### src/rtl/div_sched_if.sv
// Signal bundle between the divide scheduler and the commit window, the shared
// divide unit and the result write port.
interface div_sched_if #(
  parameter int NCOMMIT  = 32,
  parameter int LNCOMMIT = 5
);
  logic [NCOMMIT-1:0]  req;
  logic [NCOMMIT-1:0]  kill;
  logic [NCOMMIT-1:0]  grant;
  logic [LNCOMMIT-1:0] commit_head;
  logic [LNCOMMIT-1:0] start_slot;
  logic [LNCOMMIT-1:0] wb_slot;
  logic                start;
  logic                unit_done;
  logic                abort;
  logic                wb_valid;
  logic                wb_ready;
  logic                busy;
  logic                err;

  modport master (
    output req, commit_head, kill, unit_done, wb_ready,
    input  start, start_slot, grant, abort, wb_valid, wb_slot, busy, err
  );

  modport slave (
    input  req, commit_head, kill, unit_done, wb_ready,
    output start, start_slot, grant, abort, wb_valid, wb_slot, busy, err
  );
endinterface

### src/rtl/div_sched.sv
// Oldest-first issue scheduler for the shared multi-cycle divider; tracks the single
// in-flight op through completion, write-back, flush kill and watchdog abort.
//
//  state  | meaning
//  S_IDLE | nothing in flight, looking for the oldest ready divide
//  S_RUN  | op issued to the divider, waiting for unit_done
//  S_WB   | result held on wb_valid/wb_slot until the write port takes it
module div_sched #(
  parameter int NCOMMIT  = 32,
  parameter int LNCOMMIT = 5,
  parameter int TIMEOUT  = 64,
  parameter int LTIMEOUT = 7
) (
  input logic        clk,
  input logic        reset,
  div_sched_if.slave io
);
  localparam logic [1:0] S_IDLE = 2'd0;
  localparam logic [1:0] S_RUN  = 2'd1;
  localparam logic [1:0] S_WB   = 2'd2;

  localparam logic [LTIMEOUT-1:0] TMO_LAST = LTIMEOUT'(TIMEOUT - 1);

  logic [1:0]          state_q, state_d;
  logic [LNCOMMIT-1:0] cur_q, cur_d;
  logic [LTIMEOUT-1:0] cnt_q, cnt_d;
  logic                start_q, start_d;
  logic [LNCOMMIT-1:0] start_slot_q, start_slot_d;
  logic [NCOMMIT-1:0]  grant_q, grant_d;
  logic                abort_q, abort_d;
  logic                wb_valid_q, wb_valid_d;
  logic [LNCOMMIT-1:0] wb_slot_q, wb_slot_d;
  logic                err_q, err_d;

  logic                found;
  logic [LNCOMMIT-1:0] sel;
  logic [LNCOMMIT-1:0] idx;

  // Walk from the head downward in age order; scanning i high-to-low leaves the
  // smallest offset (oldest slot) as the final winner. idx wraps on its own width.
  always_comb begin
    found = 1'b0;
    sel   = '0;
    idx   = '0;
    for (int i = NCOMMIT - 1; i >= 0; i--) begin
      idx = io.commit_head + LNCOMMIT'(i);
      if (io.req[idx] && !io.kill[idx]) begin
        found = 1'b1;
        sel   = idx;
      end
    end
  end

  always_comb begin
    state_d      = state_q;
    cur_d        = cur_q;
    cnt_d        = cnt_q;
    start_d      = 1'b0;
    start_slot_d = start_slot_q;
    grant_d      = '0;
    abort_d      = 1'b0;
    wb_valid_d   = wb_valid_q;
    wb_slot_d    = wb_slot_q;
    err_d        = err_q;
    case (state_q)
      S_IDLE: begin
        if (found) begin
          start_d      = 1'b1;
          start_slot_d = sel;
          grant_d      = NCOMMIT'(1) << sel;
          cur_d        = sel;
          cnt_d        = '0;
          state_d      = S_RUN;
        end
      end
      S_RUN: begin
        cnt_d = (cnt_q == '1) ? cnt_q : cnt_q + 1'b1;
        // A kill racing the completion needs no abort: the unit has already let go.
        if (io.kill[cur_q]) begin
          abort_d = ~io.unit_done;
          state_d = S_IDLE;
        end else if (io.unit_done) begin
          wb_valid_d = 1'b1;
          wb_slot_d  = cur_q;
          state_d    = S_WB;
        end else if (cnt_q == TMO_LAST) begin
          abort_d = 1'b1;
          err_d   = 1'b1;
          state_d = S_IDLE;
        end
      end
      S_WB: begin
        if ((wb_valid_q && io.wb_ready) || io.kill[cur_q]) begin
          wb_valid_d = 1'b0;
          state_d    = S_IDLE;
        end
      end
      default: state_d = S_IDLE;
    endcase
  end

  always_ff @(posedge clk) begin
    if (reset) begin
      state_q      <= S_IDLE;
      cur_q        <= '0;
      cnt_q        <= '0;
      start_q      <= 1'b0;
      start_slot_q <= '0;
      grant_q      <= '0;
      abort_q      <= 1'b0;
      wb_valid_q   <= 1'b0;
      wb_slot_q    <= '0;
      err_q        <= 1'b0;
    end else begin
      state_q      <= state_d;
      cur_q        <= cur_d;
      cnt_q        <= cnt_d;
      start_q      <= start_d;
      start_slot_q <= start_slot_d;
      grant_q      <= grant_d;
      abort_q      <= abort_d;
      wb_valid_q   <= wb_valid_d;
      wb_slot_q    <= wb_slot_d;
      err_q        <= err_d;
    end
  end

  assign io.start      = start_q;
  assign io.start_slot = start_slot_q;
  assign io.grant      = grant_q;
  assign io.abort      = abort_q;
  assign io.wb_valid   = wb_valid_q;
  assign io.wb_slot    = wb_slot_q;
  assign io.err        = err_q;
  assign io.busy       = (state_q != S_IDLE);
endmodule

### src/flat_wrapper.sv
// flat-port wrapper written by rule: the top's interface ports become plain ports
module div_sched_flat 
#(
  parameter int NCOMMIT  = 32,
  parameter int LNCOMMIT = 5,
  parameter int TIMEOUT  = 64,
  parameter int LTIMEOUT = 7
)
  (clk, reset, io_req, io_commit_head, io_kill, io_unit_done, io_wb_ready, io_start, io_start_slot, io_grant, io_abort, io_wb_valid, io_wb_slot, io_busy, io_err);
  div_sched_if #(.NCOMMIT(NCOMMIT), .LNCOMMIT(LNCOMMIT)) io_i ();
  input logic clk;
  input logic reset;
  input wire logic [$bits(io_i.req)-1:0] io_req;
  input wire logic [$bits(io_i.commit_head)-1:0] io_commit_head;
  input wire logic [$bits(io_i.kill)-1:0] io_kill;
  input wire logic [$bits(io_i.unit_done)-1:0] io_unit_done;
  input wire logic [$bits(io_i.wb_ready)-1:0] io_wb_ready;
  output wire logic [$bits(io_i.start)-1:0] io_start;
  output wire logic [$bits(io_i.start_slot)-1:0] io_start_slot;
  output wire logic [$bits(io_i.grant)-1:0] io_grant;
  output wire logic [$bits(io_i.abort)-1:0] io_abort;
  output wire logic [$bits(io_i.wb_valid)-1:0] io_wb_valid;
  output wire logic [$bits(io_i.wb_slot)-1:0] io_wb_slot;
  output wire logic [$bits(io_i.busy)-1:0] io_busy;
  output wire logic [$bits(io_i.err)-1:0] io_err;
  assign io_i.req = io_req;
  assign io_i.commit_head = io_commit_head;
  assign io_i.kill = io_kill;
  assign io_i.unit_done = io_unit_done;
  assign io_i.wb_ready = io_wb_ready;
  assign io_start = io_i.start;
  assign io_start_slot = io_i.start_slot;
  assign io_grant = io_i.grant;
  assign io_abort = io_i.abort;
  assign io_wb_valid = io_i.wb_valid;
  assign io_wb_slot = io_i.wb_slot;
  assign io_busy = io_i.busy;
  assign io_err = io_i.err;
  div_sched #(.NCOMMIT(NCOMMIT), .LNCOMMIT(LNCOMMIT), .TIMEOUT(TIMEOUT), .LTIMEOUT(LTIMEOUT)) u_core (.clk(clk), .reset(reset), .io(io_i));
endmodule
### config.mk
export PLATFORM = sky130hd
export DESIGN_NAME = div_sched_flat
export DESIGN_NICKNAME = d
export VERILOG_FILES = /design/src/rtl/div_sched_if.sv /design/src/rtl/div_sched.sv /design/src/flat_wrapper.sv
export SDC_FILE = /design/constraint.sdc
export NUM_CORES = 1
export LEC_CHECK = 0
export ABC_AREA = 1
export CORE_MARGIN = 1.5
export CORE_UTILIZATION = 40
export DETAILED_ROUTE_END_ITERATION = 10
export GPL_TIMING_DRIVEN = 0
export PLACE_DENSITY = 0.66
export SYNTH_ARGS = -nofsm -noshare
export SYNTH_HDL_FRONTEND = slang
export SYNTH_SLANG_ARGS = --single-unit
### constraint.sdc
create_clock -name clk -period 6.04 [get_ports clk]
set_input_delay 1.51 -clock clk [delete_from_list [all_inputs] [get_ports clk]]
set_output_delay 1.51 -clock clk [all_outputs]
set_load 0.01 [all_outputs]
# [After elaboration in Yosys (flattened, before gate mapping)]
# Cells that the tools add are included.
[totals] inputBits=73 out_inout_bits=47 register_bits=55 elab_cells=380
[op_classes] muxes=211 reduce_logical=79 add_sub_neg=32 magnitude_cmp=33 n_bitwise=5 n_eq_ne=10 shifts=1
[ops] cell="$bmux 1 s5" count=65
[ops] cell="$lt 5x6->1 const B" count=33
[ops] cell="$mux 5" count=32
[ops] cell="$mux 1" count=104
[ops] cell="$add 5x5->5 const B" count=16
[ops] cell="$add 5x4->5 const B" count=8
[ops] cell="$logic_and 1x1->1" count=33
[ops] cell="$logic_not 1->1" count=32
[ops] cell="$shl 1x5->32 const A" count=1
[ops] cell="$add 5x3->5 const B" count=4
[ops] cell="$mux 7" count=2
[ops] cell="$pmux 7 s2" count=1
[ops] cell="$add 5x2->5 const B" count=2
[ops] cell="$mux 2" count=5
[ops] cell="$reduce_and 3->1" count=3
[ops] cell="$reduce_and 4->1" count=2
[ops] cell="$add 7x1->7 const B" count=1
[ops] cell="$eq 7x6->1 const B" count=1
[ops] cell="$eq 7x7->1 const B" count=1
[ops] cell="$ne 2x2->1 const B" count=3
[ops] cell="$pmux 2 s3" count=1
[ops] cell="$reduce_bool 2->1" count=3
[ops] cell="$add 5x1->5 const B" count=1
[ops] cell="$not 1->1" count=5
[ops] cell="other kinds (10)" count=12

# [Logic depth before layout (Yosys ltp)]
[depth] depth_word=39 ltp_mapped=55 depth_no_buf=52

# [Worst setup path before layout]
# Ideal clock, no wire load.
[synth_timing] path_type="input to register" startpoint="input port io_commit_head[1]" endpoint="register u_core.cur_q[4]" t_arrival_ns=5.670 slack_ns=0.251 setup_ns=0.119 path_stages=40 required_time_ns=5.921 n_path_buf=6 path_cell_list="buf_2 inv_2 buf_2 buf_1 ha_1 inv_1 buf_2 buf_2 nand3_1 nand3_1 nand2_1 nand2_1 nand2_1 a211oi_1 nand2_1 nand2_2 inv_2 nand2_1 (+4 left out) nand3_1 nand3b_1 nand3_1 nand2_1 o21ai_0 nand2_1 nand3_1 a21oi_1 o21ai_0 nand2_1 nand2_1 nand2_1 nand2_1 nand2_1 nand2_1 nand2_1 buf_2 nand2_1"
[synth_between] elab_chain_cells=38 elab_cells_between_ends=288 cone_classes="add/sub (31); mux (192); reduce/logical (65)"
[synth_rtl] element="from (decl)" line="flat_wrapper.sv:14" rtl="input wire logic [$bits(io_i.commit_head)-1:0] io_commit_head;"
[synth_rtl] element="$add 5x5->5" line="div_sched.sv:46" rtl="idx = io.commit_head + LNCOMMIT'(i);"
[synth_rtl] element="$bmux 1 s5" line="div_sched.sv:47" rtl="if (io.req[idx] && !io.kill[idx]) begin"
[synth_rtl] element="$mux 1 (implied by the code)" line="div_sched.sv:47"
[synth_rtl] element="$logic_not 1->1" line="div_sched.sv:47"
[synth_rtl] element="$logic_and 1x1->1" line="div_sched.sv:47"
[synth_rtl] element="$mux 1 (32 in a row)" line="div_sched.sv:47"
[synth_rtl] element="$reduce_and 2->1 (no source line)"
[synth_rtl] element="to (signal assigned)" line="div_sched.sv:116" rtl="cur_q <= cur_d;"
[synth_rtl] element="to (decl)" line="div_sched.sv:25" rtl="logic [LNCOMMIT-1:0] cur_q, cur_d;"
# Several ways; a longest one is shown, not always the timed one. The select of a mux whose other input is x is not followed.
# A chain may end at the register's enable or synchronous reset.

# [Worst setup path after layout]
[layout_timing] startpoint="input port io_commit_head[1]" endpoint="register u_core.grant_q[26] (netlist: u_core.io.grant[26])"
[layout_between] elab_chain_cells=39 elab_cells_between_ends=290 cone_classes="add/sub (31); shift (1); mux (192); bitwise (1); reduce/logical (65)"
[layout_rtl] element="$add 5x5->5" line="div_sched.sv:46"
[layout_rtl] element="$bmux 1 s5" line="div_sched.sv:47"
[layout_rtl] element="$mux 1 (implied by the code)" line="div_sched.sv:47"
[layout_rtl] element="$logic_not 1->1" line="div_sched.sv:47"
[layout_rtl] element="$logic_and 1x1->1" line="div_sched.sv:47"
[layout_rtl] element="$mux 1 (32 in a row)" line="div_sched.sv:47"
[layout_rtl] element="$not 1->1 (no source line)"
[layout_rtl] element="$reduce_or 3->1 (no source line)"
[layout_rtl] element="to (signal assigned)" line="div_sched.sv:120" rtl="grant_q <= grant_d;"
[layout_rtl] element="to (decl)" line="div_sched.sv:29" rtl="logic [NCOMMIT-1:0] grant_q, grant_d;"
# Several ways; a longest one is shown, not always the timed one. The select of a mux whose other input is x is not followed.

==> reports/results.tsv <==
metric	value	unit
avgSynthCellArea	5.18	sq um
drive_above_1_share	0.162	
synth_area_leaders	nand2_1 (27%), nand3_1 (16%), dfxtp_1 (14%)	
synth_cells	1476	
fin_nets	1744	
cts.path.max_buffers	2	
io_buffer_count	117	
die_w	141	um
dr.pass1.iters	6	
n_antenna_cell	0	
worstSetupPathType	input port to flip-flop	
insertion_delay	0.29	ns
cpMostUsedCell	nand2_1	
overflow	0	
holdWs	0.465	ns
crit_path_max_incr_delay	0.34	ns
first_global_vias	9738	
min_period	5.89	ns
place_hpwl	30100	um
via_per_inst	5.83	
ys_warn_count	0	
syn-cell-area	0.00764	sq mm
ir_drop	0.328	mV
skew	0.00632	ns
cts_hold_buf	0	
htree_levels	2	
cts.sinks	55	
start_kind	input port	
cts_tree	yes	
ant_nets	0	
rsz0062_at_grt	yes	
switching_power	1.28	mW
p_seq_frac	0.170	
syn_nets	1563	
synth_seq_area_share	0.144	
synth_top_area_cell	nand2_1	
yosys_most_used_dff	dfxtp_1	
route.detailed.drc	0	
switching_share	0.516	
design.die.area	0.0199	sq mm
cts.clk_slew.worst_paths	0.06	ns
grt_max_degree	18	
hold_class	flip-flop to flip-flop	
wl_per_cell	20.7	um
fp-row-count	50	
gp_congestion	1.03	
synth_top_area_share	0.267	
core	0.0187	sq mm
grt_pass1_wl	57500	um
slew_viol_final	0	
min_period_over_period	0.975	
status	finished clean	
maxCapViolations	0	
worst_pin_slew	0.924	ns
finalSetupViolations	0	
cts_root_buffer	clkbuf_16	
antenna_found_initial	0	
ios	120	
fillers	1930	
cp_max_fo	10	
clockPowerShare	0.131	
regArea	0.00110	sq mm
syn_to_final_growth	39.3	%
place_ws	-2.73	ns
synth_edf_count	0	
slowest_stage	ha_4	
drtIter0Drc	1151	
grt_usage	0.381	
drt_wl_total	39200	um
synth_cell_types	47	
start_util	0.409	
max_freq	0.170	GHz
cp.required	6.23	ns
finalHoldViolations	0	
p_comb_frac	0.699	
cts-buffers-inserted	5	
crit_arrival	6.07	ns
end_kind	flip-flop	
intPower	1.20	mW
powerDensity	233	mW/mm^2
final.setup.tns	0	ns
slew-limit-headroom	0.379	
final_util	0.569	
vias	11000	
layout_setup_ws	0.152	ns
multiInputGateArea	0.00643	sq mm
leakage	5.09	nW
async_flop_share	0	
dieHeight	141	um
ys_ff_latch	55	
==> sequential cells by signal, summed over array words and instances, names as in the netlist <==
name / cells
u_core.cnt_q: 7
u_core.cur_q: 5
u_core.io.abort: 1
u_core.io.err: 1
u_core.io.grant: 32
u_core.io.start: 1
u_core.io.wb_slot: 5
u_core.io.wb_valid: 1
u_core.state_q: 2
==> placed cells by master (no fill, tap or decap), types with 4 or more instances in the layout <==
master and instances:
xor2_1 9, a21oi_4 4, o21ai_0 57, clkdlybuf4s50_1 113, clkbuf_4 4, nor2_2 9
nor4_1 6, a31oi_2 5, o22ai_1 4, clkbuf_16 6, nand2_4 15, dfxtp_1 55
nand2_1 503, o21a_1 4, buf_2 20, ha_4 4, nor2_4 7, a21oi_1 136
a31oi_1 6, buf_12 9, clkbuf_1 5, a21oi_2 6, nand2_2 38, buf_4 56
o21ai_2 10, nand3_2 9, nor2_1 105, inv_1 84, nand3_4 4, clkinv_1 6
ha_1 8, nand3_1 238, buf_6 20, o21ai_1 19, o221ai_1 7, xor2_4 5
inv_2 12, nor3_1 9
==> through the flow <==
step | cell area [sq um] | power [mW] | instances
after detailed placement | 9110 | 1.85 | 1827
after global placement | 9110 | 1.84 | 1827
after CTS | 9720 | 2.27 | 1851
after global routing | 10600 | 2.67 | 1892
final | 10600 | 2.49 | 1892
after floorplan | 7640 | 1.39 | 1476
==> power by group through the flow <==
stage               Sequential (mW)  Combinational, mW  Clock, mW
finish                        0.423               1.74      0.325
global placement              0.429               1.41          0
CTS                           0.422               1.51      0.330
floorplan                     0.433              0.958          0
global route                  0.427               1.90      0.343
detailed placement            0.430               1.42          0
==> critical path, delay by kind of cell <==
family                     cells  cell delay, ns
and+or+nand+nor               21            2.05
AOI/OAI and AO/OA              9            1.15
buffers and inverters          9            0.99
adders and majority gates      1            0.34
==> worst paths after layout <==
| check | from | end | slack (ns) | depth (start not counted) |
|---|---|---|---|---|
| setup / recovery | io_commit_head[1] | u_core.io.grant[26] | 0.15 | 40 |
| hold / removal | u_core.io.wb_slot[4] | u_core.io.wb_slot[4] | 0.46 | 2 |
| setup reg to reg | u_core.cur_q[0] | u_core.io.wb_slot[4] | 2.99 | 12 |
| hold reg to reg | u_core.io.wb_slot[4] | u_core.io.wb_slot[4] | 0.46 | 2 |
==> synthesized netlist by cell type (7+ instances only) <==
cell,count
nand2_1,544
nand3_1,251
a21oi_1,141
nor2_1,119
inv_1,88
o21ai_0,70
dfxtp_1,55
buf_2,38
o21ai_1,16
ha_1,14
clkbuf_1,12
inv_2,12
xor2_1,12
a31oi_1,11
nor3_1,9
nand2_2,8
clkinv_1,7
o221ai_1,7
==> timing repair <==
item	CTS	global route
hold endpoints to repair	0	0
cloned	3	2
setup buffers	14	39
endpoints found under the setup margin	46	43
gates resized for setup	115	163
pin swaps	12	34
==> routing by layer <==
metal	routed length [um]	vias to the layer above	GRT usage
met4	1570	0	0.137
met5	0	-	0
met1	16800	5078	0.527
met2	16800	608	0.590
met3	4030	94	0.0690
li1	-	5250	-
==> cell families after synthesis <==
| kind of cell | Yosys count | synth area share |
|---|---|---|
| buffers and inverters | 172 | 0.0969 |
| DFF | 55 | 0.144 |
| and+or+nand+nor | 946 | 0.518 |
| AOI/OAI and AO/OA | 273 | 0.197 |
| xor gates and xnor gates | 16 | 0.0213 |
| adders and majority gates | 14 | 0.0229 |
==> area by class of cell <==
class / instances / share of cell area
Buffer: 63 / 0.0544
Sequential cell: 55 / 0.103
Timing Repair Buffer: 173 / 0.154
Tap cell: 234 / 0.0275
Inverter: 108 / 0.0408
Multi-Input combinational cell: 1251 / 0.604
Clock buffer: 6 / 0.0121
Clock inverter: 2 / 0.00364
No activity file was read; power rests on OpenSTA's default activity.
